--- src/rtl/kuart_seq_pkg.sv ---
// Shared definitions for the kernel-UART script sequencer: opcodes, FSM states
// and script entry field layout.
package kuart_seq_pkg;

  localparam int unsigned ENTRY_W = 10;
  localparam int unsigned OP_MSB  = 9;
  localparam int unsigned OP_LSB  = 8;
  localparam int unsigned ARG_MSB = 7;
  localparam int unsigned ARG_LSB = 0;

  typedef enum logic [1:0] {
    OP_END    = 2'b00,
    OP_SEND   = 2'b01,
    OP_EXPECT = 2'b10,
    OP_WAIT   = 2'b11
  } op_e;

  typedef enum logic [2:0] {
    ST_IDLE,
    ST_FETCH,
    ST_DECODE,
    ST_SEND,
    ST_EXPECT,
    ST_WAIT,
    ST_PASS,
    ST_FAIL
  } state_e;

endpackage

--- src/rtl/kuart_script_mem.sv ---
// Script storage: DEPTH x ENTRY_W, single write port, synchronous read port.
module kuart_script_mem
  import kuart_seq_pkg::*;
#(
  parameter  int unsigned DEPTH = 16,
  localparam int unsigned AW    = $clog2(DEPTH)
) (
  input  logic               clk_i,
  input  logic               we_i,
  input  logic [AW-1:0]      waddr_i,
  input  logic [ENTRY_W-1:0] wdata_i,
  input  logic [AW-1:0]      raddr_i,
  output logic [ENTRY_W-1:0] rdata_o
);

  logic [ENTRY_W-1:0] mem_q [DEPTH];

  always_ff @(posedge clk_i) begin
    if (we_i) mem_q[waddr_i] <= wdata_i;
    rdata_o <= mem_q[raddr_i];
  end

endmodule

--- src/rtl/kuart_script_sequencer.sv ---
// Scripted kernel-UART console driver: walks a loaded script of SEND / EXPECT /
// WAIT / END entries and reports pass/fail with the failing script address.
module kuart_script_sequencer
  import kuart_seq_pkg::*;
#(
  parameter  int unsigned DEPTH          = 16,
  parameter  int unsigned TIMEOUT_CYCLES = 1_000_000,
  localparam int unsigned AW             = $clog2(DEPTH)
) (
  input  logic               clk,
  input  logic               reset,
  input  logic               start,
  input  logic               cfg_we,
  input  logic [AW-1:0]      cfg_addr,
  input  logic [ENTRY_W-1:0] cfg_wdata,
  output logic [7:0]         kuart_to_cpu,
  output logic               kuart_to_cpu_valid,
  input  logic               kuart_to_cpu_ready,
  input  logic [7:0]         kuart_from_cpu,
  input  logic               kuart_from_cpu_valid,
  output logic               busy,
  output logic               finished,
  output logic               success,
  output logic [AW-1:0]      fail_pc
);

  state_e             state_q, state_d;
  logic [AW-1:0]      pc_q, pc_d;
  logic [31:0]        cnt_q, cnt_d;
  logic [7:0]         expect_q, expect_d;
  logic [7:0]         tx_data_q, tx_data_d;
  logic               tx_valid_q, tx_valid_d;
  logic               busy_q, busy_d;
  logic               finished_q, finished_d;
  logic               success_q, success_d;
  logic [AW-1:0]      fail_pc_q, fail_pc_d;

  logic [ENTRY_W-1:0] entry;
  op_e                op;
  logic [7:0]         arg;
  logic               handshake, log_match, timed_out, advance, fail_now;

  kuart_script_mem #(.DEPTH(DEPTH)) u_mem (
    .clk_i   (clk),
    .we_i    (cfg_we && !busy_q),
    .waddr_i (cfg_addr),
    .wdata_i (cfg_wdata),
    .raddr_i (pc_q),
    .rdata_o (entry)
  );

  assign op        = op_e'(entry[OP_MSB:OP_LSB]);
  assign arg       = entry[ARG_MSB:ARG_LSB];
  assign handshake = tx_valid_q && kuart_to_cpu_ready;
  assign log_match = kuart_from_cpu_valid && (kuart_from_cpu == expect_q);
  assign timed_out = (cnt_q == 32'(TIMEOUT_CYCLES));

  // An entry completes here; stepping past the last address without END fails.
  assign advance  = ((state_q == ST_SEND)   && handshake) ||
                    ((state_q == ST_EXPECT) && log_match) ||
                    ((state_q == ST_WAIT)   && (cnt_q == '0));
  assign fail_now = (advance && (pc_q == AW'(DEPTH - 1))) ||
                    ((state_q == ST_EXPECT) && !log_match && timed_out);

  always_ff @(posedge clk or posedge reset) begin
    if (reset) begin
      state_q    <= ST_IDLE;
      pc_q       <= '0;
      cnt_q      <= '0;
      expect_q   <= '0;
      tx_data_q  <= '0;
      tx_valid_q <= 1'b0;
      busy_q     <= 1'b0;
      finished_q <= 1'b0;
      success_q  <= 1'b0;
      fail_pc_q  <= '0;
    end else begin
      state_q    <= state_d;
      pc_q       <= pc_d;
      cnt_q      <= cnt_d;
      expect_q   <= expect_d;
      tx_data_q  <= tx_data_d;
      tx_valid_q <= tx_valid_d;
      busy_q     <= busy_d;
      finished_q <= finished_d;
      success_q  <= success_d;
      fail_pc_q  <= fail_pc_d;
    end
  end

  always_comb begin
    state_d = state_q;
    unique case (state_q)
      ST_IDLE, ST_PASS, ST_FAIL: if (start) state_d = ST_FETCH;
      ST_FETCH:                  state_d = ST_DECODE;
      ST_DECODE: begin
        unique case (op)
          OP_END:    state_d = ST_PASS;
          OP_SEND:   state_d = ST_SEND;
          OP_EXPECT: state_d = ST_EXPECT;
          OP_WAIT:   state_d = ST_WAIT;
        endcase
      end
      default: begin
        if (fail_now)     state_d = ST_FAIL;
        else if (advance) state_d = ST_FETCH;
      end
    endcase
  end

  always_comb begin
    pc_d       = pc_q;
    cnt_d      = cnt_q;
    expect_d   = expect_q;
    tx_data_d  = tx_data_q;
    tx_valid_d = tx_valid_q;
    busy_d     = busy_q;
    finished_d = finished_q;
    success_d  = success_q;
    fail_pc_d  = fail_pc_q;
    unique case (state_q)
      ST_IDLE, ST_PASS, ST_FAIL: begin
        if (start) begin
          pc_d       = '0;
          busy_d     = 1'b1;
          finished_d = 1'b0;
          success_d  = 1'b0;
          fail_pc_d  = '0;
        end
      end
      ST_DECODE: begin
        unique case (op)
          OP_END: begin
            busy_d     = 1'b0;
            finished_d = 1'b1;
            success_d  = 1'b1;
          end
          OP_SEND: begin
            tx_data_d  = arg;
            tx_valid_d = 1'b1;
          end
          OP_EXPECT: begin
            expect_d = arg;
            cnt_d    = '0;
          end
          OP_WAIT: cnt_d = 32'(arg);
        endcase
      end
      ST_SEND:   if (handshake) tx_valid_d = 1'b0;
      ST_EXPECT: if (!log_match) cnt_d = cnt_q + 32'd1;
      ST_WAIT:   if (cnt_q != '0) cnt_d = cnt_q - 32'd1;
      default: ;
    endcase
    if (advance) pc_d = pc_q + AW'(1);
    if (fail_now) begin
      busy_d     = 1'b0;
      finished_d = 1'b1;
      success_d  = 1'b0;
      fail_pc_d  = pc_q;
    end
  end

  assign kuart_to_cpu       = tx_data_q;
  assign kuart_to_cpu_valid = tx_valid_q;
  assign busy               = busy_q;
  assign finished           = finished_q;
  assign success            = success_q;
  assign fail_pc            = fail_pc_q;

endmodule

--- config.mk ---
export PLATFORM = sky130hd
export DESIGN_NAME = kuart_script_sequencer
export DESIGN_NICKNAME = d
export VERILOG_FILES = /design/src/rtl/kuart_seq_pkg.sv /design/src/rtl/kuart_script_mem.sv /design/src/rtl/kuart_script_sequencer.sv
export SDC_FILE = /design/constraint.sdc
export NUM_CORES = 1
export LEC_CHECK = 0
export ABC_AREA = 1
export BUFFER_PORTS_ARGS = -buffer_cell sky130_fd_sc_hd__buf_2
export CORE_AREA = 2 2 166 168
export CTS_BUF_LIST = sky130_fd_sc_hd__clkbuf_4
export CTS_CLUSTER_DIAMETER = 100
export DETAILED_ROUTE_END_ITERATION = 10
export DIE_AREA = 0 0 168 170
export GPL_ROUTABILITY_DRIVEN = 0
export PLACE_DENSITY = 0.6
export SLEW_MARGIN = 10
export SYNTH_ARGS = -nofsm -noshare
export SYNTH_HDL_FRONTEND = slang
export SYNTH_SLANG_ARGS = --single-unit
--- constraint.sdc ---
create_clock -name clk -period 2.3 [get_ports clk]
set_input_delay 0.46 -clock clk [delete_from_list [all_inputs] [get_ports clk]]
set_output_delay 0.46 -clock clk [all_outputs]
set_load 0.005 [all_outputs]
---- Yosys cells after proc, flatten, opt, wreduce, memory -nomap -nowiden ----
Memories as Yosys holds them, arrays and structs flattened. A register that Yosys moved wholly into a read port is not among the register bits.
Cells that the tools add are included.
word-level totals
  register bits after elaboration ......... 63
  bits in writable memories ............... 160
  input port bits ......................... 28
  output and inout bits ................... 16
  logic and storage cells ................. 97
  memories ................................ 1
memories
  memory       depth  width  rd ports  clocked after memory_dff  write ports  line                    text
  u_mem.mem_q  16     10     1         1                         1            kuart_script_mem.sv:16  logic [ENTRY_W-1:0] mem_q [DEPTH];
operators by class
  add/subtract/negate cells ............... 3
  eq/ne operators ......................... 21
  muxes and demuxes ....................... 27
  reduce and logical (&&, ||, !) cells .... 35
operator list
  operator                                            number
  case mux 32 bit (3 select lines)                    1
  two-way mux 32 bit                                  2
  case mux 32 bit (2 select lines)                    1
  adder 32 x 1 -> 32 bit, second input constant       1
  == test 32 x 20 -> 1 bit, second input constant     1
  zero test 32 bit                                    1
  nonzero test 32 bit                                 1
  subtractor 32 x 1 -> 32 bit, second input constant  1
  two-way mux 4 bit                                   4
  == test 3 bit, second input constant                4
  case mux 3 bit (4 select lines)                     1
  two-way mux 1 bit                                   11
  AND reduction 2 bit                                 5
  nonzero test 2 bit                                  5
  logical AND 1 bit                                   9
  two-way mux 3 bit                                   3
  case mux 3 bit (3 select lines)                     1
  == test 8 bit                                       1
  == test 3 x 2 -> 1 bit, second input constant       2
  inequality test 2 bit, second input constant        3
  case mux 1 bit (2 select lines)                     3
  AND reduction 3 bit                                 2
  nonzero test 3 bit                                  2
  nonzero test 5 bit                                  1
  other kinds (15)                                    20

---- Logic depth before layout (Yosys ltp) ----
Gate-level depths: netlist (run 1).
  depth after elaboration ................. 9
  depth in mapped cells ................... 18
  gate-level depth less buffers ........... 17

---- Hierarchy ----
From an unflattened synthesis (run 1), not the netlist that was laid out.
unflattened totals
  cells, all modules ...................... 1,507
  area, all modules ....................... 12,376.9 µm²
by module, submodules not included
  module                  instances  cells an instance  area an instance (µm²)  seq. area each (µm²)
  kuart_script_mem        1          682                7,179.4                 5,004.8
  kuart_script_sequencer  1          825                5,197.5                 1,576.5

---- Worst setup path before layout (run 1) ----
OpenSTA, ideal clock, no wires.
  kind .................................... reg-to-reg
  start ................................... register state_q[1]
  end ..................................... register cnt_q[18]
  setup time .............................. 117 ps
  arrival time ............................ 1,945 ps
  path slack .............................. 238 ps
  stages on the path, launching flop included .. 19
  path buffers ............................ 1
  cells stage by stage .................... dfrtp_1 inv_2 nand3_4 buf_12 nand2_2 nand2_1 inv_1 ha_1 inv_1 nand2_1 nand2_1 o21ai_1 nand2_1 nand2_1 nand2_1 nand2_1 nand2_1 nand3_1 nand2_1
between the ends
  cells in the longest elaborated chain, start to end .. 3
  elaborated cells on any way between the ends .. 9
  those cells by class .................... 6 x eq/ne; 1 x mux; 2 x reduce/logical
RTL lines
  what                                                              line                           text
  start, declared                                                   kuart_script_sequencer.sv:27   state_e state_q, state_d;
  start signal, assigned                                            kuart_script_sequencer.sv:78   state_q <= state_d;
  == test 3 x 2 -> 1 bit / == test 3 bit (equally long branches)    kuart_script_sequencer.sv:121  unique case (state_q)
  inequality test 3 x 1 -> 1 bit (no line) (tied with other cells)  n/a
  AND reduction 4 bit (no line)                                     n/a
  end signal, assigned                                              kuart_script_sequencer.sv:80   cnt_q <= cnt_d;
  end, declared                                                     kuart_script_sequencer.sv:29   logic [31:0] cnt_q, cnt_d;
Several ways; a longest one is shown, not always the timed one.
A chain may end at the register's enable or synchronous reset.

---- Worst setup path in the final report (run 1) ----
  start ................................... register state_q[1]
  end ..................................... register cnt_q[28]
The elaborated chain is that of the path after synthesis.

==> run summary, run 1 <==
The die width is 168 um. The count of pins over their slew limit was 0; the worst max-slew margin expressed relative to the limit was 61.6%. After filler insertion, the fill cell instance count of the layout stands at 2,481. The wire-length estimate of the detail-placed layout is 20,600 um. The power density over the cells was 1120 mW/mm^2. For hold timing, the worst endpoint is busy. The run gives 0.0267 mm^2 as the area of the core. For this block, the initial DRC count from the detailed router was 683. The number of buffers on the longest clock path is 3.

Total global-route track usage: 21.6%. The delay of the slowest critical-path stage was 0.40 ns. The total number of clock tree sinks is 233, and the final period utilization is 93.5%. For this design the top-level I/O count stands at 44.

The remaining number of nets flagged by the antenna check after routing was 0; the wire length per cell after detailed routing was 16.9 um. Final number of hold-violating endpoints: 0. The library cell contributing the largest single delay on the critical path was sky130_fd_sc_hd__dfrtp_1. After synthesis, the cell types taking the most area are sky130_fd_sc_hd__edfxtp_1 (41%), sky130_fd_sc_hd__dfrtp_1 (13%), sky130_fd_sc_hd__nand2_1 (9.8%). The reg-to-reg critical path startpoint is state_q[1]. Derived from the worst setup path, the maximum achievable clock frequency is 465 MHz.

The most used routing layer was met2. In this run, synthesis inferred 160 flip-flops with an integrated enable. IR analysis of the VDD net gives a maximum drop of 0.000418 V.

For this run, design rule violations remaining after detail routing come to 0. Sequential elements use 55.7% of the synthesized area. Before antenna repair, the detailed router went through 5 iterations. Global routing consumed, on the met2 layer, 34.6% of the routing resources. Across the run, the number of max-cap violations was 0.

The post-synthesis to final-layout area growth is 14.5%, and the number of nets in the final layout is 1,427. The most used cell along the critical path was sky130_fd_sc_hd__nand2_1. The run gives 1,279 as the synthesized netlist cell count.

The synthesized design spends more area on one cell type than any other, namely sky130_fd_sc_hd__edfxtp_1. The count of port buffers added during placement came out at 43. The worst path needs 2.15 ns of the cycle, external delays included.

Global routing consumed, on the met1 layer, 29.5% of the routing resources. The worst hold path was traced through 3 stages. The die is 170 um tall.

The via count of the first global-routing pass was 8,942; the remaining global-route overflow was 0. The tools report the critical path data arrival time as 2.76 ns. Destination of the worst register-to-register timing path: cnt_q[28]. For the maximum clock skew at final layout, the log shows 0.0370 ns. The flow ran to the end, and the final reports show no timing, DRC or antenna violations. Setup repair after global routing could not meet its margin everywhere.

In this run the most critical hold path is launched from start. The synthesized netlist occupies a cell area of 0.0118 mm^2. The share of cells above drive strength 1 was 17.4%. For the footprint of the flip-flops and latches, the log shows 0.00659 mm^2. The starting utilization of the core area was 44.4%; the share of flip-flops with an asynchronous set or reset after synthesis was 27.0%. The die area was 0.0286 mm^2.

Summed over all layers, the routed wires come to 30,000 um. The kind of critical path was register to register. The run gives 3.65% as the met3 capacity usage during global routing. The worst setup path is launched from a register.

Total power for the finished layout comes to 15.2 mW. The static leakage came out at 5.86 nW. The wire length of the first global-routing pass was 48,000 um; the area taken by multi-input logic gates was 0.00443 mm^2. The later pin in the worst-skew pair is clocked with a latency of 0.72 ns. The logs give 0 for the number of failing setup endpoints in the final timing report and 60 for the number of placement rows. The largest fanout of any net on the critical path works out to 8. During synthesis, Yosys emitted a total of 0 warnings. Clock tree synthesis selected as its root buffer the cell sky130_fd_sc_hd__clkbuf_4. Across all register-to-register paths, the minimum setup slack is 0.15 ns.

Count of cell types in the netlist: 45. The area share of the largest cell type after synthesis was 40.6%. The clock transition at the register clock pins on the worst setup and hold paths after CTS is 0.07 ns, and the post-detailed-route via-to-cell ratio is 5.20. The path depth of the worst reg2reg path came out at 16.

Among all flip-flop cells after synthesis, the most frequent one is sky130_fd_sc_hd__edfxtp_1. For the worst setup path, the data required time is 2.91 ns. In this run the worst hold path is classified as input port to register. The number of antenna violations at the first check in global routing was 1; the synthesized area divided by synthesized cell count was 9.24 um^2. Counting flops and latches in the post-synthesis netlist gives 233.

Walking the worst path, the cells encountered are inv_2, buf_4, nand4_1, nand2_1, inv_1, ha_1, inv_1, nand2_1, nand2_2, nand2_1, nand3b_1, nand2_2, nand2_1, nand3_1, nand3_1, nand2_1. The H-tree was split into 2 levels. The tightest hold path in the finished design has a slack of 0.132 ns. STA classifies the critical path endpoint as a register. The number of nets in the synthesized netlist is 1,310.

TritonCTS built the clock tree. The tools report the largest net degree at the start of global routing as 40. Via total after detailed routing: 9,241.

For the pin with the worst max-slew slack, the measured transition is 0.574 ns. In this run, CTS created clock tree buffers numbering 61.
==> registers in the layout, indices dropped and copies added (netlist names), 3 cells and up <==
signal         count
u_mem.mem_q      160
cnt_q             32
u_mem.rdata_o     10
expect_q           8
kuart_to_cpu       8
fail_pc            4
pc_q               4
state_q            3
==> cell usage after synthesis (4+ instances only) <==
master and number:
sky130_fd_sc_hd__nor2_2 10, sky130_fd_sc_hd__nor3_1 11, sky130_fd_sc_hd__nor2_1 91, sky130_fd_sc_hd__inv_1 155, sky130_fd_sc_hd__nand2_1 310, sky130_fd_sc_hd__mux2i_1 40, sky130_fd_sc_hd__edfxtp_1 160, sky130_fd_sc_hd__o21ai_0 90
sky130_fd_sc_hd__buf_6 5, sky130_fd_sc_hd__nand3b_1 5, sky130_fd_sc_hd__o211ai_1 40, sky130_fd_sc_hd__o21ai_1 6, sky130_fd_sc_hd__a31oi_1 4, sky130_fd_sc_hd__nand2_2 11, sky130_fd_sc_hd__nand3_1 66, sky130_fd_sc_hd__o22ai_1 10
sky130_fd_sc_hd__a41oi_1 10, sky130_fd_sc_hd__xor2_1 27, sky130_fd_sc_hd__clkbuf_1 26, sky130_fd_sc_hd__buf_2 10, sky130_fd_sc_hd__a21oi_1 59, sky130_fd_sc_hd__dfrtp_1 63, sky130_fd_sc_hd__xor2_2 6, sky130_fd_sc_hd__inv_2 6
sky130_fd_sc_hd__nand4_1 18, sky130_fd_sc_hd__dfxtp_1 10
==> metal layers <==
layer	wire length, um	vias to the layer above
li1	-	4584
met1	13500	4326
met2	14000	274
met3	1700	57
met4	828	0
met5	0	-
==> layout make-up <==
| cell class | count | area share [%] |
|---|---|---|
| Antenna cell | 1 | 0.0185 |
| Clock buffer | 96 | 5.32 |
| Clock inverter | 7 | 0.481 |
| Inverter | 161 | 4.48 |
| Multi-Input combinational cell | 838 | 32.7 |
| Sequential cell | 233 | 48.6 |
| Tap cell | 341 | 3.15 |
| Timing Repair Buffer | 101 | 5.22 |
==> cell usage in the layout, fill, tap and decap left out, drive strengths merged, types with 11 or more instances in the layout <==
cell type / synthesis / final
a21oi: 60 / 60
buf: 21 / 100
clkbuf: 26 / 96
dfrtp: 63 / 63
edfxtp: 160 / 160
inv: 161 / 162
mux2i: 40 / 40
nand2: 322 / 322
nand3: 70 / 70
nand4: 18 / 18
nor2: 101 / 101
nor3: 11 / 11
o211ai: 40 / 40
o21ai: 97 / 97
xor2: 33 / 33
==> report_power, final <==
| group | switching (mW) | internal (mW) | total, mW |
|---|---|---|---|
| sequential | 0.527 | 5.07 | 5.60 |
| combinational | 3.85 | 2.05 | 5.89 |
| clock | 1.69 | 1.98 | 3.67 |
==> worst max-delay path by stage <==
stage | from | endpoint | slack, ns | depth (start not counted)
finish | state_q[1] | cnt_q[28] | 0.15 | 16
global route | state_q[1] | cnt_q[21] | -0.01 | 14
CTS | state_q[1] | cnt_q[26] | 0.05 | 17
detailed placement | state_q[1] | cnt_q[26] | 0.05 | 17
global placement | state_q[2] | cnt_q[25] | 0.09 | 12
floorplan | state_q[1] | cnt_q[18] | 0.24 | 18
==> worst max-delay path, delay by kind of cell, from the launching register on <==
| family | cells | cell delay, ns |
|---|---|---|
| flops | 1 | 0.40 |
| simple gates | 11 | 1.15 |
| buf+inv | 4 | 0.32 |
| fa+ha+maj | 1 | 0.18 |
==> stage by stage <==
stage,setup TNS (ns),cells,worst slack (ns),utilization (%),instance area (um^2)
3_3_place_gp,0,1670,0.0878,47.5,12700
3_5_place_dp,0,1670,0.0516,47.5,12700
4_1_cts,0,1774,0.0498,50.5,13500
2_1_floorplan,0,1279,0.238,-,11800
5_1_grt,-0.0219,1778,-0.0112,50.8,13500
6_report,0,1778,0.149,50.8,13500
==> logic make-up after synthesis <==
family                     Yosys count  share of synthesized area [%]
AOI/OAI and AO/OA                  227                           11.1
xor gates and xnor gates            35                           2.97
adders and majority gates            3                          0.318
buffers and inverters              208                           7.26
DFF                                233                           55.7
muxes                               40                           3.39
and+or+nand+nor                    533                           19.2
==> repair_timing <==
| item | 4_1_cts | 5_1_grt |
|---|---|---|
| gates resized for setup | 0 | 16 |
| endpoints found under the hold margin | 24 | 0 |
| hold buffers | 1 | 0 |
| setup buffers | 0 | 3 |
| endpoints found under the setup margin | 0 | 17 |
(Power assumes the default switching activity.)
==> inputs of run 2 (changes only) <==
Settings changed: CELL_PAD_IN_SITES_DETAIL_PLACEMENT from default to 0, CELL_PAD_IN_SITES_GLOBAL_PLACEMENT from default to 1, PLACE_DENSITY 0.6 to 0.74.
==> run 2 against run 1 <==
Against the previous run:
- highest routed layer unchanged
- combinational power is 3% higher
- wire length is 4.7% higher
- critical path type unchanged
- clock skew is 0.036 ns higher
==> run summary, run 2 (synthesized netlist as in run 1, its figures left out) <==
The flow ran to the end, and the final reports show no timing, DRC or antenna violations. Once layout is complete, the utilization of the core stands at 51.2%. The post-detailed-route via-to-cell ratio is 5.16. The library cell used most frequently in the layout, excluding fill and tap cells, is sky130_fd_sc_hd__nand2_1. The wire length per cell after detailed routing was 17.5 um.

Summed over all nets, the half-perimeter wirelength after detailed placement is 21,200 um. For this block, the initial DRC count from the detailed router was 613. The clock root buffer is sky130_fd_sc_hd__clkbuf_4. The clock tree synthesis step divided the H-tree into 3 levels. The largest registers in the layout are u_mem.mem_q: 160 flops, cnt_q: 32 flops, u_mem.rdata_o: 10 flops. No sink is reached through more buffers than the 3 on the longest clock path. In this run the vertical extent of the chip is 170 um.

The logs give 7 for the total iterations of the first detailed-routing run and 0.0731 ns for the maximum clock skew at final layout. The detail route stage leaves a number of antenna-violating nets equal to 0. Final number of hold-violating endpoints: 0. For this design the top-level I/O count stands at 44. Registers take 0.00659 mm^2. The flip-flop count of the largest register after layout was 160. The die covers 0.0286 mm^2. The endpoint kind of the worst setup timing path was a register. Global routing finished with a remaining overflow of 0. The peak ir drop on the vdd network is 0.000521 V. The die width works out to 168 um. Setup repair after global routing could not meet its margin everywhere.

In this run the register-to-register setup slack is 0.09 ns. From synthesis to final layout, the design area changed by 15.4%. The run gives 63.1% as the worst max-slew margin expressed relative to the limit. The count of port buffers added during placement was 43. The floorplan has 60 rows.

The run gives 453 MHz as the maximum operating frequency. After layout, the worst path uses 96.1% of the clock period. For the worst setup path, the data required time is 2.83 ns.

The later pin in the worst-skew pair is clocked with a latency of 0.72 ns. In the layout the commonest cells are sky130_fd_sc_hd__nand2_1 (305), sky130_fd_sc_hd__edfxtp_1 (160), sky130_fd_sc_hd__inv_1 (154). In this run the static leakage power is 5.88 nW. The critical path data arrival time came out at 2.74 ns. The logs give 8,920 for the via count of the first global-routing pass and 22.2% for the total global-route track usage. The number of max-cap violations came out at 0. The first global-routing pass estimated 48,600 um of wire. Once the floorplan was initialized, standard cells occupied 44.4% of the core.

After detailed routing, the number of remaining DRC violations is 0. The post-route netlist has 18.1% of its cells at a drive strength greater than 1. u_mem.mem_q holds more flip-flops than any other register.

Counting the buffers created by CTS gives 67. Clock-pin slew was measured on the worst setup and hold paths at 0.06 ns. The logs give 15.4 mW for the total power consumption of the routed design and 1 for the number of antenna violations at the first check in global routing. The worst-margin pin slew was 0.553 ns. The worst hold path belongs to the class input port to register.

Entering global routing, the biggest net connects 42 pins. After the last flow step, the layout net total stands at 1,435. For this block, the routed nets add up to 31,400 um of wire. Dividing total power by cell area gives a power density of 1130 mW/mm^2.

Kind of critical path: register to register. The multi-input combinational cells in the finished layout cover a total of 0.00446 mm^2. The run gives 9,234 as the via total after detailed routing. The count of pins over their slew limit was 0.

Setup violations remaining at the end of the flow were counted as 0. The number of fillers in the final layout is 2,530. The type of element launching the critical path is a register. The total number of clock tree sinks is 233. The worst path needs 2.21 ns of the cycle, external delays included. After floorplanning, the core was sized to cover 0.0267 mm^2.

TritonCTS built the clock tree. In this run the worst path has a maximum fanout of 11.
-- run 2: per-layer routing --
metal / global-route usage (%) / up-vias / wire (um)
li1: - / 4609 / -
met1: 28.5 / 4331 / 13800
met2: 37.6 / 228 / 15200
met3: 4.63 / 66 / 1610
met4: 7.41 / 0 / 775
met5: 0 / - / 0
-- run 2: stage by stage --
| step | hold WS, ns | setup TNS [ns] | cells | setup WS [ns] | cell area, um^2 |
|---|---|---|---|---|---|
| 2_1_floorplan | 0.449 | 0 | 1279 | 0.238 | 11800 |
| 3_3_place_gp | 0.385 | 0 | 1672 | 0.0384 | 12700 |
| 3_5_place_dp | 0.387 | 0 | 1672 | 0.0667 | 12700 |
| 4_1_cts | 0.0974 | 0 | 1787 | 0.0621 | 13500 |
| 5_1_grt | 0.120 | -0.0496 | 1791 | -0.0271 | 13600 |
| 6_report | 0.161 | 0 | 1791 | 0.0902 | 13600 |
-- run 2: area by class of cell --
type                    instances  share of cell area, %
well taps                     341                   3.13
diodes                          1                 0.0183
multi-input cells             839                   32.7
clock inverters                23                  0.871
inverters                     161                   4.45
repair buffers                102                   5.50
flip-flops and latches        233                   48.3
clock buffers                  91                   5.01
-- run 2: final timing paths --
kind                       cells past startpoint            start            endpoint
max                                           15       state_q[1]           cnt_q[25]
max in group asynchronous                      4            reset     kuart_to_cpu[5]
max reg2reg                                   15       state_q[1]           cnt_q[25]
min in group asynchronous                      3            reset            cnt_q[2]
min                                            1     cfg_wdata[6]  u_mem.mem_q[12][6]
min reg2reg                                    2  kuart_to_cpu[5]     kuart_to_cpu[5]
-- run 2: critical path, stage by stage, from the launching register on --
cell and delay [ns]:
sky130_fd_sc_hd__dfrtp_1 0.39, sky130_fd_sc_hd__inv_2 0.13, sky130_fd_sc_hd__nand3_4 0.14, sky130_fd_sc_hd__inv_2 0.09
sky130_fd_sc_hd__buf_4 0.18, sky130_fd_sc_hd__nand2_1 0.07, sky130_fd_sc_hd__nand2_1 0.12, sky130_fd_sc_hd__nand2_1 0.14
sky130_fd_sc_hd__nor2_4 0.19, sky130_fd_sc_hd__nand2_1 0.08, sky130_fd_sc_hd__nor3_1 0.14, sky130_fd_sc_hd__nand2_1 0.16
sky130_fd_sc_hd__nand2_1 0.10, sky130_fd_sc_hd__nand2_1 0.05, sky130_fd_sc_hd__nand3_1 0.06, sky130_fd_sc_hd__nand2_1 0.05
-- run 2: power breakdown --
group,leakage (nW),internal (mW),switching [mW],total (mW)
clock network,0.479,1.86,1.82,3.68
registers,2.36,5.08,0.568,5.64
logic,3.04,2.12,3.94,6.06
total,5.88,9.06,6.32,15.4
-- run 2: what timing repair did --
action / 4_1_cts / 5_1_grt
buffers inserted: 0 / 2
hold buffers: 1 / 0
endpoints found under the setup margin: 0 / 17
hold endpoints to repair: 60 / 0
resized for setup: 0 / 26
==> inputs of run 3 (changes only) <==
Settings changed: PLACE_DENSITY 0.74 to 0.77.
Clock period 2.3 ns to 2.03 ns, I/O delays scaled along.
==> run 3 against run 2 <==
Against the previous run:
- the flow now finishes with violations (negative setup slack)
- final area rose by 14%
- critical endpoint is now cnt_q[26]
- sequential cell count did not move
- first-iteration DRC count rose by 31%
- maximum frequency shrank 0.48%
- cell count grew 5.8%
- core utilization is 7.2 points higher
- worst setup slack got worse by 0.28 ns
==> run summary, run 3 (synthesized netlist as in run 1, its figures left out) <==
The total number of clock tree sinks was 233; the DRC violations left was 0. The post-placement cell area came out at 0.0133 mm^2. At the end of the flow the core is filled with cells to 58.4%. STA classifies the critical path endpoint as a register.

The minimum clock period after layout came out at 2.22 ns. The number of DRC violations after detailed-routing iteration 0 is 803. The checks that failed: negative setup slack. Sequential fraction of design power: 31.1%.

The worst setup path is of the register to register kind. The share of cells above drive strength 1 is 31.8%. The critical path data arrival time is 2.78 ns, and the wire length of the first global-routing pass is 50,400 um.

The via count of the first global-routing pass was 9,730. Across every metal layer, demand over resource in global routing totals 22.4%. From synthesis to final layout, the design area changed by 31.6%. In the final layout, the registers with the most flip-flops are u_mem.mem_q: 160 flops, cnt_q: 32 flops, u_mem.rdata_o: 10 flops.

Cell class contributing the biggest share of worst-path delay: simple AND/OR/NAND/NOR gates. The logs give 2 for the maximum level of the CTS H-tree and 0.0156 mm^2 for the cell area after layout. The number of fillers in the final layout is 2,284, and the height of the die is 170 um. Measured against its own limit, the worst slew margin works out to 50.8%. The total wirelength of the detailed-routed design was 32,700 um; the internal power was 12.0 mW. The run finished, with violations left. On the critical path, the stage with the largest delay is an instance of sky130_fd_sc_hd__dfrtp_1.

The power density over the cells is 1300 mW/mm^2, and the die area is 0.0286 mm^2. The worst-margin pin slew was 0.737 ns; the final number of hold-violating endpoints was 0. Power comes to 20.2 mW. Across the routed clock network, the largest skew measured is 0.0508 ns.

The later pin in the worst-skew pair is clocked with a latency of 0.71 ns. In this design, the stage delay of the slowest critical-path cell is 0.38 ns. The HPWL after detailed placement is 21,400 um. In the layout the commonest cells are sky130_fd_sc_hd__nand2_1 (243), sky130_fd_sc_hd__edfxtp_1 (160), sky130_fd_sc_hd__inv_1 (145). The die is 168 um wide.

For the worst setup path, the data required time is 2.59 ns. The logs give 44 for the top-level port count and 0 for the count of pins over their slew limit. The type of element launching the critical path is a register. Entering global routing, the biggest net connects 49 pins. Number of nets in the final layout: 1,530. Register bank with the most flops: u_mem.mem_q. The static leakage was 6.75 nW; the number of max-cap violations was 0.

Across the VDD grid, the largest voltage drop is 0.000579 V. The buffer and inverter count on the worst path is 5, and the post-route worst setup slack is -0.191 ns. The initial utilization of the core area, before any placement, comes to 44.4%.

The logic gate share of total power was 48.3%. Setup repair after global routing could not meet its margin everywhere. The post-detailed-route via-to-cell ratio is 5.24.

Walking the worst path, the cells encountered are inv_2, nand3_4, buf_12, buf_12, buf_16, nand2_1, nand2_2, nand2_2, nor2_2, buf_4, nand2_1, nand2_2, a21oi_2, nand3_1, nand3_1, nand2_1. The most frequent standard cell in the layout excluding fill and tap cells is sky130_fd_sc_hd__nand2_1. After global routing the overflow that remains totals 0.

Of all nets on the critical path, the largest fanout is 5. Dividing the detail-routed wire length by the instance count gives 17.2 um. Net switching is 40.6% of the power. The register with the most flip-flops in the layout has 160 of them. The tools report the number of failing setup endpoints in the final timing report as 39. Per report_power, the clock group accounts for 20.6% of the total. The tools report the clock root buffer as sky130_fd_sc_hd__clkbuf_4. The clock transition at the register clock pins on the worst setup and hold paths after CTS is 0.07 ns. The detail route stage leaves a number of antenna-violating nets equal to 0.

TritonCTS built the clock tree. The tools report the number of placement rows as 60. Derived from the worst setup path, the maximum achievable clock frequency is 450 MHz. Buffers inserted during clock tree synthesis total 61.

During placement, the flow inserted port buffers numbering 43. The via total after detailed routing was 9,921. The worst hold path class was input port to register. The final period utilization works out to 109%. The total area inside the core boundary comes to 0.0267 mm^2. The tools report the total iterations of the first detailed-routing run as 5.

The number of buffers on the longest clock path came out at 3. The number of antenna violations at the first check in global routing was 2. Summed over all nets, the switching power comes to 8.23 mW.
run 3: cell count changes in the layout (fill, tap and decap cells not counted), moves of 12 or more:
cell,before,now
sky130_fd_sc_hd__nand2_4,1,17
sky130_fd_sc_hd__nor2_1,86,65
sky130_fd_sc_hd__buf_6,4,18
sky130_fd_sc_hd__xor2_4,0,12
sky130_fd_sc_hd__buf_4,48,115
sky130_fd_sc_hd__nand2_1,305,243
sky130_fd_sc_hd__nand2_2,16,61
sky130_fd_sc_hd__nand3_1,66,52
sky130_fd_sc_hd__xor2_1,26,14
run 3: worst paths after layout:
check / start / end / slack, ns / depth (start not counted)
setup / recovery: state_q[1] / cnt_q[26] / -0.19 / 16
hold / removal: cfg_wdata[6] / u_mem.mem_q[15][6] / 0.09 / 1
setup reg to reg: state_q[1] / cnt_q[26] / -0.19 / 16
hold reg to reg: cnt_q[31] / cnt_q[31] / 0.48 / 2
max in group asynchronous: reset / cnt_q[29] / 1.44 / 4
min in group asynchronous: reset / expect_q[6] / 0.30 / 4
run 3: routing by layer:
metal	vias to the layer above	share of wire, %	track usage (%)
li1	4809	-	-
met1	4739	43	29.2
met2	297	49	38.1
met3	76	5.7	3.81
met4	0	3.0	7.67
met5	-	0	0
run 3: cell type report:
class                   count  area [um^2]  area share, %
repair buffers            200         1780           11.4
flip-flops and latches    233         6590           42.3
multi-input cells         840         5300           34.1
diodes                      2         5.00         0.0322
repair inverters            2         17.5          0.113
well taps                 341          427           2.74
clock inverters            29          171           1.10
inverters                 161          631           4.05
clock buffers              86          646           4.15
run 3: worst register-to-register path, stage by stage, from the launching register on:
cell and delay (ns):
sky130_fd_sc_hd__dfrtp_1 0.38, sky130_fd_sc_hd__inv_2 0.09, sky130_fd_sc_hd__nand3_4 0.18, sky130_fd_sc_hd__buf_12 0.21, sky130_fd_sc_hd__buf_12 0.12, sky130_fd_sc_hd__buf_16 0.13, sky130_fd_sc_hd__nand2_1 0.07, sky130_fd_sc_hd__nand2_2 0.08
sky130_fd_sc_hd__nand2_2 0.07, sky130_fd_sc_hd__nor2_2 0.05, sky130_fd_sc_hd__buf_4 0.13, sky130_fd_sc_hd__nand2_1 0.06, sky130_fd_sc_hd__nand2_2 0.06, sky130_fd_sc_hd__a21oi_2 0.18, sky130_fd_sc_hd__nand3_1 0.11, sky130_fd_sc_hd__nand3_1 0.09
sky130_fd_sc_hd__nand2_1 0.06
run 3: power by group through the flow:
stage	registers [mW]	logic, mW	clock network, mW
after global routing	6.36	10.7	4.56
final	6.30	9.77	4.18
after CTS	6.26	8.50	4.28
after global placement	6.31	7.71	0
after floorplan	6.19	4.74	0
after detailed placement	6.32	7.74	0
run 3: through the flow:
stage / setup slack [ns] / TNS (ns) / hold WS, ns / std cells
floorplan: 0.0109 / 0 / 0.449 / 1279
global placement: -0.114 / -2.06 / 0.465 / 1748
detailed placement: -0.129 / -2.54 / 0.466 / 1748
CTS: -0.0755 / -0.935 / 0.0364 / 1878
global route: -0.318 / -8.73 / 0.0549 / 1894
finish: -0.191 / -3.51 / 0.0883 / 1894
run 3: what timing repair did:
item                                    in CTS  in global routing
endpoints found under the hold margin       63                  0
endpoints found under the setup margin      46                 46
pin swaps                                   31                 55
resized for setup                           90                162
gates cloned                                 5                  6
setup buffers                                9                 10
hold buffers                                 1                  0
